`src/rtl/starter_pkg.sv`:
```
// Shared constants and the word record carried through the starter receive path.
package starter_pkg;

  localparam int BYTE_W         = 8;
  localparam int WORD_W         = 32;
  localparam int BYTES_PER_WORD = 4;

  // One packed word plus the number of valid low-order byte lanes (1..4).
  typedef struct packed {
    logic [WORD_W-1:0] data;
    logic [2:0]        bytes;
  } starter_word_t;

endpackage

```
`src/rtl/starter_fifo.sv`:
```
// Synchronous first-word-fall-through FIFO holding starter words.
// The head entry is visible on rdata whenever empty=0. rdata is 0 when the FIFO is empty.
// A push while full is ignored unless a pop happens in the same cycle.
module starter_fifo
  import starter_pkg::*;
#(
  parameter int WIDTH = $bits(starter_word_t),
  parameter int DEPTH = 8,
  localparam int AW   = $clog2(DEPTH)
) (
  input  logic             clk,
  input  logic             rst,
  input  logic             push,
  input  logic [WIDTH-1:0] wdata,
  input  logic             pop,
  output logic [WIDTH-1:0] rdata,
  output logic             full,
  output logic             empty,
  output logic [AW:0]      level
);

  logic [WIDTH-1:0] mem [DEPTH];
  logic [AW-1:0]    wr_ptr;
  logic [AW-1:0]    rd_ptr;
  logic [AW:0]      cnt;
  logic             do_push;
  logic             do_pop;

  assign empty   = (cnt == '0);
  assign full    = (cnt == (AW+1)'(DEPTH));
  assign level   = cnt;
  assign do_pop  = pop && !empty;
  // When full, a simultaneous pop frees the slot that the incoming word takes.
  assign do_push = push && (!full || do_pop);
  assign rdata   = empty ? '0 : mem[rd_ptr];

  // Pointer and occupancy bookkeeping.
  always_ff @(posedge clk) begin
    if (rst) begin
      wr_ptr <= '0;
      rd_ptr <= '0;
      cnt    <= '0;
    end else begin
      if (do_push) wr_ptr <= wr_ptr + 1'b1;
      if (do_pop)  rd_ptr <= rd_ptr + 1'b1;
      case ({do_push, do_pop})
        2'b10:   cnt <= cnt + 1'b1;
        2'b01:   cnt <= cnt - 1'b1;
        default: cnt <= cnt;
      endcase
    end
  end

  // Storage array. It has no reset because stale entries are never visible past the occupancy count.
  always_ff @(posedge clk) begin
    if (do_push) mem[wr_ptr] <= wdata;
  end

endmodule

```
`src/rtl/starter_rx.sv`:
```
// Receiving end of the starter byte stream. Incoming bytes are packed little-endian into
// 32-bit words and buffered in a FWFT FIFO. Words that arrive while the FIFO is full are
// dropped, because the byte stream cannot be stalled. Each drop increments a saturating
// counter and sets a sticky flag.
//
// Output handshake: out_valid means out_data/out_bytes hold the oldest buffered word. That
// word is consumed on a rising edge where out_valid && out_ready. Both out_data and out_bytes
// stay stable until then. out_valid never depends combinationally on out_ready.
module starter_rx
  import starter_pkg::*;
#(
  parameter int DEPTH      = 8,
  parameter int DROP_CNT_W = 16
) (
  input  logic                    clk,
  input  logic                    rst,
  input  logic                    in_valid,
  input  logic [7:0]              in_data,
  input  logic                    flush,
  output logic                    out_valid,
  input  logic                    out_ready,
  output logic [31:0]             out_data,
  output logic [2:0]              out_bytes,
  output logic [$clog2(DEPTH):0]  level,
  output logic                    overflow,
  output logic [DROP_CNT_W-1:0]   drop_cnt
);

  logic [1:0]        idx;
  logic [WORD_W-1:0] acc;
  logic [WORD_W-1:0] lane_word;
  logic              push_req;
  logic              pop;
  logic              full;
  logic              empty;
  logic              drop;
  starter_word_t     push_word;
  starter_word_t     head_word;

  // Merge the current byte into its lane so that a completing byte or a coincident flush includes it.
  always_comb begin
    lane_word = acc;
    if (in_valid) lane_word[BYTE_W*idx +: BYTE_W] = in_data;
  end

  assign push_req        = (in_valid && (idx == 2'd3)) || (flush && ((idx != 2'd0) || in_valid));
  assign push_word.data  = lane_word;
  assign push_word.bytes = {1'b0, idx} + {2'b00, in_valid};
  assign pop             = out_valid && out_ready;
  assign drop            = push_req && full && !pop;

  // Packer state. Every push restarts the word, including a push that gets dropped.
  always_ff @(posedge clk) begin
    if (rst) begin
      idx <= 2'd0;
      acc <= '0;
    end else if (push_req) begin
      idx <= 2'd0;
      acc <= '0;
    end else if (in_valid) begin
      idx <= idx + 2'd1;
      acc <= lane_word;
    end
  end

  // Drop accounting. Only rst clears these two.
  always_ff @(posedge clk) begin
    if (rst) begin
      drop_cnt <= '0;
      overflow <= 1'b0;
    end else if (drop) begin
      if (drop_cnt != '1) drop_cnt <= drop_cnt + 1'b1;
      overflow <= 1'b1;
    end
  end

  starter_fifo #(
    .WIDTH ($bits(starter_word_t)),
    .DEPTH (DEPTH)
  ) u_fifo (
    .clk   (clk),
    .rst   (rst),
    .push  (push_req),
    .wdata (push_word),
    .pop   (pop),
    .rdata (head_word),
    .full  (full),
    .empty (empty),
    .level (level)
  );

  assign out_valid = !empty;
  assign out_data  = head_word.data;
  assign out_bytes = head_word.bytes;

endmodule

```
`config.mk`:
```
export PLATFORM = sky130hd
export DESIGN_NAME = starter_rx
export DESIGN_NICKNAME = d
export VERILOG_FILES = /design/src/rtl/starter_pkg.sv /design/src/rtl/starter_fifo.sv /design/src/rtl/starter_rx.sv
export SDC_FILE = /design/constraint.sdc
export NUM_CORES = 1
export LEC_CHECK = 0
export BUFFER_PORTS_ARGS = -buffer_cell sky130_fd_sc_hd__buf_2
export CAP_MARGIN = 5
export CORE_MARGIN = 2
export CORE_UTILIZATION = 45
export CTS_CLUSTER_SIZE = 14
export DETAILED_ROUTE_END_ITERATION = 7
export PLACE_DENSITY_LB_ADDON = 0.2
export RECOVER_POWER = 100
export SLEW_MARGIN = 20
export SYNTH_ARGS = -nofsm -noshare
export SYNTH_HDL_FRONTEND = slang
export SYNTH_SLANG_ARGS = --single-unit
```
`constraint.sdc`:
```
create_clock -name clk -period 10.75 [get_ports clk]
set_clock_uncertainty 0.05 [all_clocks]
set_input_delay 1.075 -clock clk [delete_from_list [all_inputs] [get_ports clk]]
set_output_delay 1.075 -clock clk [all_outputs]
set_load 0.01 [all_outputs]
```
==> impl_metrics.json, run 1 <==
{
  "layout_commonest_cell": "edfxtp_1",
  "grt_pass1_vias": 7489,
  "instances_no_fill": 1265,
  "clk_latency_ps": 510,
  "power_switching_mw": 0.890,
  "tns_ps": 0,
  "fmax_mhz": 176,
  "path_cells": "or3_1, nor2_1, inv_1, clkbuf_1",
  "arrival_ps": 4550,
  "viasPerCell": 5.68,
  "n_antenna_cell": 0,
  "drive_gt1_frac": 0.175,
  "rows": 63,
  "synth_edf_count": 280,
  "setup_viol": 0,
  "ant_nets": 0,
  "clk_path_buf_depth": 3,
  "required_ps": 9630,
  "timing.hold.ws_ps": 428,
  "antenna_found_initial": 0,
  "syn2layout_area_growth_pct": 13.2,
  "setup_ws_ps": 5070,
  "vias": 7181,
  "syn_area_um2": 13600,
  "fill_cells": 2408,
  "finalHoldViolations": 0,
  "synth.distinct_cells": 49,
  "grt_overflow": 0,
  "reg2reg_depth": 6,
  "start_util": 0.457,
  "routabilityCongestion": 0.776,
  "async_flop_share": 0,
  "cp.depth": 4,
  "numPortBuffers": 69,
  "power.clock.fraction": 0.355,
  "start_kind": "flop",
  "dp.cells": 1197,
  "firstDrtPassIters": 5,
  "cts_resized": 0,
  "seq_area_frac_synth": 0.713,
  "cts_buffers": 37,
  "mostFrequentLayoutCells": "280 x edfxtp_1, 88 x clkbuf_1, 70 x mux4_2",
  "finalInstanceArea_um2": 15400,
  "htreeDepth": 2,
  "seq_power_share": 0.457,
  "power.internal_mw": 2.44,
  "die_h_um": 178,
  "synth_warnings": 0,
  "layout_min_cycle_time_ps": 5680,
  "ir_worst_vdd_mv": 0.262,
  "p_per_area_nw_per_um2": 217,
  "core_um2": 29700,
  "dpl.hpwl_mm": 15.1,
  "cts_tree": "yes",
  "die_width_um": 178,
  "grt_max_degree": 71,
  "p_total_mw": 3.33,
  "crit_family": "simple AND/OR/NAND/NOR gates",
  "crit_fanout": 36,
  "grt_use_total": 0.183,
  "hold_buffers": 0,
  "tightest_slew_ps": 3340,
  "dieArea_um2": 31600,
  "switching_share": 0.267,
  "drc": 0,
  "cts_setup_buffers": 0,
  "outcome": "finished, violations left",
  "cpMaxStageDelayCell": "nor2_1",
  "end_kind": "output port",
  "combinationalPowerShare": 0.188,
  "max_cap_viol_count": 10,
  "synth_cells": 761,
  "clkSinkCount": 344,
  "nNetsFinal": 869,
  "grt_pass1_wl_mm": 43.2,
  "drt-total-wl_mm": 28.1,
  "ios": 70,
  "syn-num-nets": 784,
  "violations": "max-capacitance violations, max-slew violations",
  "p_leak_nw": 4.76,
  "slew_violations": 345,
  "hp-class": "reg2reg",
  "critical_path_class": "reg2out",
  "relSlewSlack": -1.23,
  "synth_flop_cell": "edfxtp_1",
  "path_buf_inv": 2,
  "pre_cts_slack_ps": 6910,
  "worst_path_largest_cell_delay_ps": 2450,
  "ys_seq_elements": 344,
  "wl_per_cell_um": 22.2,
  "placed_cell_area_um2": 14400,
  "min_delay_path_depth": 2,
  "rsz0062_at_grt": "false",
  "synth_area_per_cell_um2": 17.9,
  "path_clk_slew_ps": 60,
  "dr.first_iter.drc_count": 459,
  "utilization": 0.518,
  "fin_crit_sh": 0.528,
  "cts_root_buffer": "clkbuf_16"
}
[state kept, by name (all words and copies together) (netlist names), named ones only]
name           count
u_fifo.level       4
u_fifo.mem       280
overflow           1
u_fifo.rd_ptr      3
acc               32
drop_cnt          16
idx                2
u_fifo.wr_ptr      3
[path summary, 6_finish.rpt]
check	start	end	slack [ps]
worst max-delay path	u_fifo.level[0]	out_valid	5070
worst min-delay path	overflow	overflow	430
worst max register to register	u_fifo.level[0]	u_fifo.level[2]	6020
worst min register to register	overflow	overflow	430
[area by class of cell]
type                       instances  area [um2]  area share
sequential                       344        9700       0.630
multi-input combinational        375        3710       0.241
clock buffer                      62        1100      0.0716
tap                              390         488      0.0317
timing repair buffer              83         337      0.0219
clock inverter                     6        37.5     0.00244
inverter                           5        18.8     0.00122
[per-layer routing]
| metal | wire length [um] | vias to the layer above | GRT usage |
|---|---|---|---|
| li1 | - | 3215 | - |
| met4 | 498 | 0 | 0.0464 |
| met2 | 14200 | 159 | 0.314 |
| met3 | 1090 | 43 | 0.0278 |
| met1 | 12300 | 3764 | 0.246 |
| met5 | 0 | - | 0 |
[cells by family after synthesis]
| logic type | after synthesis | synth area share |
|---|---|---|
| flip-flops | 344 | 0.713 |
| AND/OR/NAND/NOR | 174 | 0.0704 |
| multiplexers | 115 | 0.150 |
| AO/OA/AOI/OAI | 71 | 0.0409 |
| buffers and inverters | 42 | 0.0136 |
| adder cells (fa/ha/maj) | 10 | 0.00921 |
| XOR/XNOR | 5 | 0.00322 |
[cell usage after synthesis (2+ instances only)]
cell type | number | area [um2]
edfxtp_1 | 280 | 8410
mux4_2 | 70 | 1580
dfxtp_1 | 64 | 1280
nor2_1 | 55 | 206
nor2b_1 | 40 | 250
mux2i_1 | 38 | 380
a22o_1 | 32 | 280
clkbuf_1 | 19 | 71.3
nand2_1 | 17 | 63.8
a21oi_1 | 15 | 75.1
nand3_1 | 11 | 55.1
buf_2 | 10 | 50.1
ha_1 | 10 | 125
or4_1 | 8 | 60.1
mux2_2 | 7 | 78.8
nand4_1 | 7 | 43.8
nor3_1 | 7 | 35.0
nor4_1 | 7 | 43.8
o31ai_1 | 6 | 45.0
buf_1 | 5 | 18.8
nand2b_1 | 5 | 31.3
inv_1 | 4 | 15.0
nor4_2 | 4 | 50.1
o21ai_0 | 4 | 20.0
or3_1 | 4 | 25.0
and4_1 | 3 | 26.3
xor2_1 | 3 | 26.3
a311oi_1 | 2 | 17.5
buf_4 | 2 | 15.0
o41ai_1 | 2 | 17.5
xnor2_1 | 2 | 17.5
[tightest hold or removal path: stages (launching register included)]
cell and delay [ps]:
dfxtp_1 330, nor2_1 50, nor2_1 70
[power by group through the flow]
stage | sequential, mW | clock (mW) | combinational [mW]
finish | 1.52 | 1.18 | 0.627
detailed placement | 1.55 | 0 | 0.673
floorplan | 1.52 | 0 | 0.490
global placement | 1.55 | 0 | 0.670
CTS | 1.52 | 1.22 | 0.676
global route | 1.53 | 1.27 | 0.691
No activity file was read; power rests on OpenSTA's default activity.
==> inputs of run 2 (changes only) <==
- clock period: 10.75 -> 5.5 ns (I/O delays scaled with it)
==> run 2 against run 1 <==
Effect of this change:
- the flow still finishes with violations (max-capacitance violations, max-slew violations)
- clock power up 87%
- final cell count about the same
- critical endpoint is now out_data[2]
- die area unchanged
- critical path depth up 1
- largest power group unchanged
- flip-flop and latch count unchanged
- non-clock buffer count up 4
==> impl_metrics.json, run 2 (synthesized netlist as in run 1, its figures left out) <==
{
  "hold_buffers": 0,
  "path_clk_slew_ps": 60,
  "dr.first_iter.drc_count": 498,
  "grt_max_degree": 40,
  "setup_viol": 0,
  "worst_path_largest_cell_delay_ps": 1450,
  "cts_root_buffer": "clkbuf_16",
  "ios": 70,
  "ir_worst_vdd_mv": 0.405,
  "p_per_area_nw_per_um2": 417,
  "largest_reg_flops": 280,
  "end_kind": "output port",
  "path_buf_inv": 2,
  "clk_latency_ps": 500,
  "outcome": "finished, violations left",
  "clk_path_buf_depth": 3,
  "required_ps": 4900,
  "drive_gt1_frac": 0.181,
  "dieArea_um2": 31600,
  "slew_violations": 191,
  "routabilityCongestion": 0.842,
  "largest-register": "u_fifo.mem",
  "crit_fanout": 39,
  "die_h_um": 178,
  "cts_tree": "yes",
  "path_cells": "buf_4, mux4_2, mux2i_1, nor2_1, clkbuf_1",
  "grt_use_total": 0.177,
  "htreeDepth": 2,
  "max_cap_viol_count": 9,
  "finalHoldViolations": 0,
  "arrival_ps": 3540,
  "r2r-end": "u_fifo.mem[5][4]",
  "cts_setup_buffers": 0,
  "start_kind": "flop",
  "layout_min_cycle_time_ps": 4140,
  "fin_crit_sh": 0.752,
  "crit_family": "flip-flops",
  "dp.cells": 1201,
  "fmax_mhz": 242,
  "worst-r2r-setup-slack_ps": 1830,
  "nNetsFinal": 872,
  "tightest_slew_ps": 1820,
  "numPortBuffers": 69,
  "reg_top3": "u_fifo.mem (280), acc (32), drop_cnt (16)",
  "rows": 63,
  "min_delay_path_depth": 2,
  "cts_buffers": 36,
  "critical_path_class": "reg2out",
  "ant_nets": 0,
  "firstDrtPassIters": 4,
  "start_util": 0.457,
  "n_antenna_cell": 0,
  "mostFrequentLayoutCells": "280 x edfxtp_1, 70 x mux4_2, 70 x clkbuf_1",
  "layout_commonest_cell": "edfxtp_1",
  "hold_start": "out_ready",
  "p_leak_nw": 4.79,
  "violations": "max-capacitance violations, max-slew violations",
  "vias": 7145,
  "tns_ps": 0,
  "reg2reg_depth": 7,
  "relSlewSlack": -0.220,
  "instances_no_fill": 1264,
  "cpMaxStageDelayCell": "dfxtp_1",
  "clkSinkCount": 344,
  "reg2reg_from": "idx[0]",
  "die_width_um": 178,
  "viasPerCell": 5.65,
  "dpl.hpwl_mm": 16.6,
  "grt_pass1_wl_mm": 42.2,
  "antenna_found_initial": 0,
  "holdPathEnd": "u_fifo.level[3]",
  "drc": 0,
  "cts_resized": 0,
  "grt_pass1_vias": 7374,
  "hp-class": "in2reg",
  "rsz0062_at_grt": "false",
  "grt_overflow": 0,
  "wl_per_cell_um": 21.7,
  "syn2layout_area_growth_pct": 13.2,
  "core_um2": 29700,
  "drt-total-wl_mm": 27.4
}
[run 2: worst max path at each step]
stage | end | slack [ps] | startpoint | depth (start not counted)
floorplan | u_fifo.mem[0][0] | 190 | idx[0] | 5
global placement | out_data[26] | 2200 | flop | 5
detailed placement | out_data[26] | 2340 | flop | 6
CTS | out_data[26] | 1800 | flop | 6
global route | out_data[2] | 1190 | flop | 5
finish | out_data[2] | 1360 | flop | 5
[run 2: per-stage QoR]
stage / utilization / setup WS, ps / power [mW] / area (um2) / hold WS, ps
after floorplan: - / 188 / 3.93 / 13600 / 412
after detailed placement: 0.488 / 2340 / 4.35 / 14500 / 416
after global placement: 0.485 / 2200 / 4.31 / 14400 / 399
final: 0.518 / 1360 / 6.42 / 15400 / 306
after global routing: 0.518 / 1190 / 6.71 / 15400 / 320
after CTS: 0.524 / 1800 / 6.58 / 15600 / 298
[run 2: area by class of cell]
class / count / area, um2
Multi-Input combinational cell: 375 / 3680
Fill cell: 2441 / 14300
Timing Repair Buffer: 87 / 435
Sequential cell: 344 / 9690
Inverter: 5 / 18.8
Clock buffer: 46 / 970
Tap cell: 390 / 488
Clock inverter: 17 / 109
[run 2: routing by layer]
layer / wire [um] / up-vias / global-route usage / share of wire
met5: 0 / - / 0 / 0
met4: 503 / 0 / 0.0488 / 0.018
met3: 1190 / 41 / 0.0229 / 0.044
met2: 13800 / 184 / 0.301 / 0.50
met1: 11900 / 3702 / 0.242 / 0.44
li1: - / 3218 / - / -
[run 2: where the power goes]
group	switching, mW	internal [mW]	leakage (nW)
clock network	0.922	1.29	0.526
logic	0.663	0.537	1.18
registers	0.125	2.88	3.08
total	1.71	4.71	4.79
==> inputs of run 3 (changes only) <==
- ABC_AREA: unset -> 1
- clock period: 5.5 -> 4.2 ns (I/O delays scaled with it)
==> run 3 against run 2 <==
Effect of this change:
- the run now ends clean
- sequential power rose by 28%
- global-route usage rose by 2.8 points
- combinational power rose by 28%
- area after synthesis rose by 3.8%
- critical path depth rose by 2
- via count rose by 32%
- power rose by 32%
- critical endpoint is now out_data[29]
==> impl_metrics.json, run 3 <==
{
  "async_flop_share": 0,
  "max_cap_viol_count": 0,
  "htreeDepth": 2,
  "synth_area_per_cell_um2": 10.9,
  "tns_ps": 0,
  "arrival_ps": 3250,
  "grt_overflow": 0,
  "drt-total-wl_mm": 33.2,
  "synth_cells": 1293,
  "synth_flop_cell": "edfxtp_1",
  "cts_setup_buffers": 0,
  "start_kind": "flop",
  "cts_resized": 0,
  "yosys.area.top_type": "edfxtp_1",
  "setup_viol": 0,
  "ios": 70,
  "grt_max_degree": 55,
  "crit_fanout": 54,
  "instances_no_fill": 1787,
  "placed_cell_area_um2": 14900,
  "nNetsFinal": 1384,
  "syn-num-nets": 1316,
  "die_width_um": 181,
  "syn2layout_area_growth_pct": 12.9,
  "n_antenna_cell": 0,
  "clk_path_buf_depth": 3,
  "firstDrtPassIters": 5,
  "layout_commonest_cell": "nor2_1",
  "finalInstanceArea_um2": 15900,
  "setup_ws_ps": 484,
  "end_kind": "output port",
  "p_per_area_nw_per_um2": 531,
  "p_leak_nw": 5.58,
  "synth_common_cells": "336 x nor2_1, 280 x edfxtp_1, 171 x o21ai_0, 123 x nand2_1, 74 x inv_1",
  "drive_gt1_frac": 0.0841,
  "fin_crit_sh": 0.885,
  "wl_per_cell_um": 18.6,
  "tightest_slew_ps": 1050,
  "drc": 0,
  "ys_seq_elements": 344,
  "outcome": "finished clean",
  "synth.top_cells.by_area": "edfxtp_1 60%, dfxtp_1 9.1%, nor2_1 8.9%, o21ai_0 6.1%, nand2_1 3.3%",
  "layout_min_cycle_time_ps": 3720,
  "hp-class": "in2reg",
  "dr.first_iter.drc_count": 664,
  "dp.cells": 1717,
  "ant_nets": 0,
  "path_clk_slew_ps": 60,
  "cts_tree": "yes",
  "ir_worst_vdd_mv": 0.406,
  "synth_warnings": 0,
  "largest-register": "u_fifo.mem",
  "grt_pass1_wl_mm": 52.1,
  "die_h_um": 181,
  "cts_root_buffer": "clkbuf_16",
  "core_um2": 30700,
  "vias": 9461,
  "rows": 64,
  "clk_latency_ps": 520,
  "start_util": 0.459,
  "viasPerCell": 5.29,
  "largest_reg_flops": 280,
  "grt_use_total": 0.205,
  "seq_area_frac_synth": 0.686,
  "antenna_found_initial": 1,
  "relSlewSlack": 0.300,
  "hold_buffers": 0,
  "grt_pass1_vias": 9168,
  "fmax_mhz": 269,
  "dpl.hpwl_mm": 20.6,
  "clkSinkCount": 344,
  "synth_top_area_frac": 0.596,
  "pre_cts_slack_ps": 830,
  "routabilityCongestion": 0.808,
  "reg_top3": "u_fifo.mem (280), acc (32), drop_cnt (16)",
  "slew_violations": 0,
  "mostFrequentLayoutCells": "333 x nor2_1, 280 x edfxtp_1, 175 x o21ai_0",
  "synth.most_common_cell": "nor2_1",
  "cts_buffers": 38,
  "numPortBuffers": 69,
  "synth.distinct_cells": 34,
  "required_ps": 3730,
  "finalHoldViolations": 0,
  "syn_area_um2": 14100,
  "critical_path_class": "reg2out",
  "synth_edf_count": 280,
  "rsz0062_at_grt": "false",
  "dieArea_um2": 32800
}
==> run 3: cells by family (layout without fill, tap and decap cells) <==
kind of cell | after synthesis | after routing | synth area share
adder cells (fa/ha/maj) | 10 | 10 | 0.00886
flip-flops | 344 | 344 | 0.686
AO/OA/AOI/OAI | 280 | 280 | 0.111
buffers and inverters | 145 | 243 | 0.0443
AND/OR/NAND/NOR | 505 | 505 | 0.144
XOR/XNOR | 9 | 9 | 0.00558
==> run 3: final timing paths <==
| kind | startpoint | endpoint | slack, ps | cells past startpoint |
|---|---|---|---|---|
| max reg2reg | idx[0] | u_fifo.mem[7][2] | 600 | 10 |
| min | in_data[6] | acc[14] | 190 | 3 |
| min reg2reg | acc[14] | acc[14] | 420 | 2 |
| max | flop | out_data[29] | 480 | 7 |
==> run 3: final cells by class <==
cell class	count	area [um2]
well taps	396	495
repair buffers	94	484
multi-input cells	804	3800
inverters	79	298
flip-flops and latches	344	9700
fillers	2749	14800
clock inverters	12	62.6
clock buffers	58	1100
==> run 3: metrics by stage <==
step           utilization  hold slack, ps  power [mW]
6_report             0.518             188        8.46
2_1_floorplan            -             393        4.96
5_1_grt              0.518             188        8.89
3_3_place_gp         0.485             398        5.52
3_5_place_dp         0.485             412        5.53
4_1_cts              0.523             175        8.60
==> run 3: critical path: stages, from the launching register on <==
cell,delay (ps)
dfxtp_4,510
inv_2,740
buf_4,520
nor2_1,70
o32ai_1,470
nor2_1,80
nor2_1,110
clkbuf_1,160
==> run 3: metal layers <==
layer / track usage / vias to the layer above / part of all wire
met2: 0.353 / 226 / 0.49
met5: 0 / - / 0
li1: - / 4630 / -
met4: 0.0657 / 0 / 0.027
met3: 0.0284 / 58 / 0.045
met1: 0.270 / 4547 / 0.43
==> run 3: power breakdown <==
part	total [mW]	leakage (nW)	internal (mW)	switching [mW]
sequential	3.86	3.08	3.74	0.113
combinational	1.53	1.93	0.479	1.05
clock	3.07	0.568	1.81	1.26
total	8.46	5.58	6.03	2.43
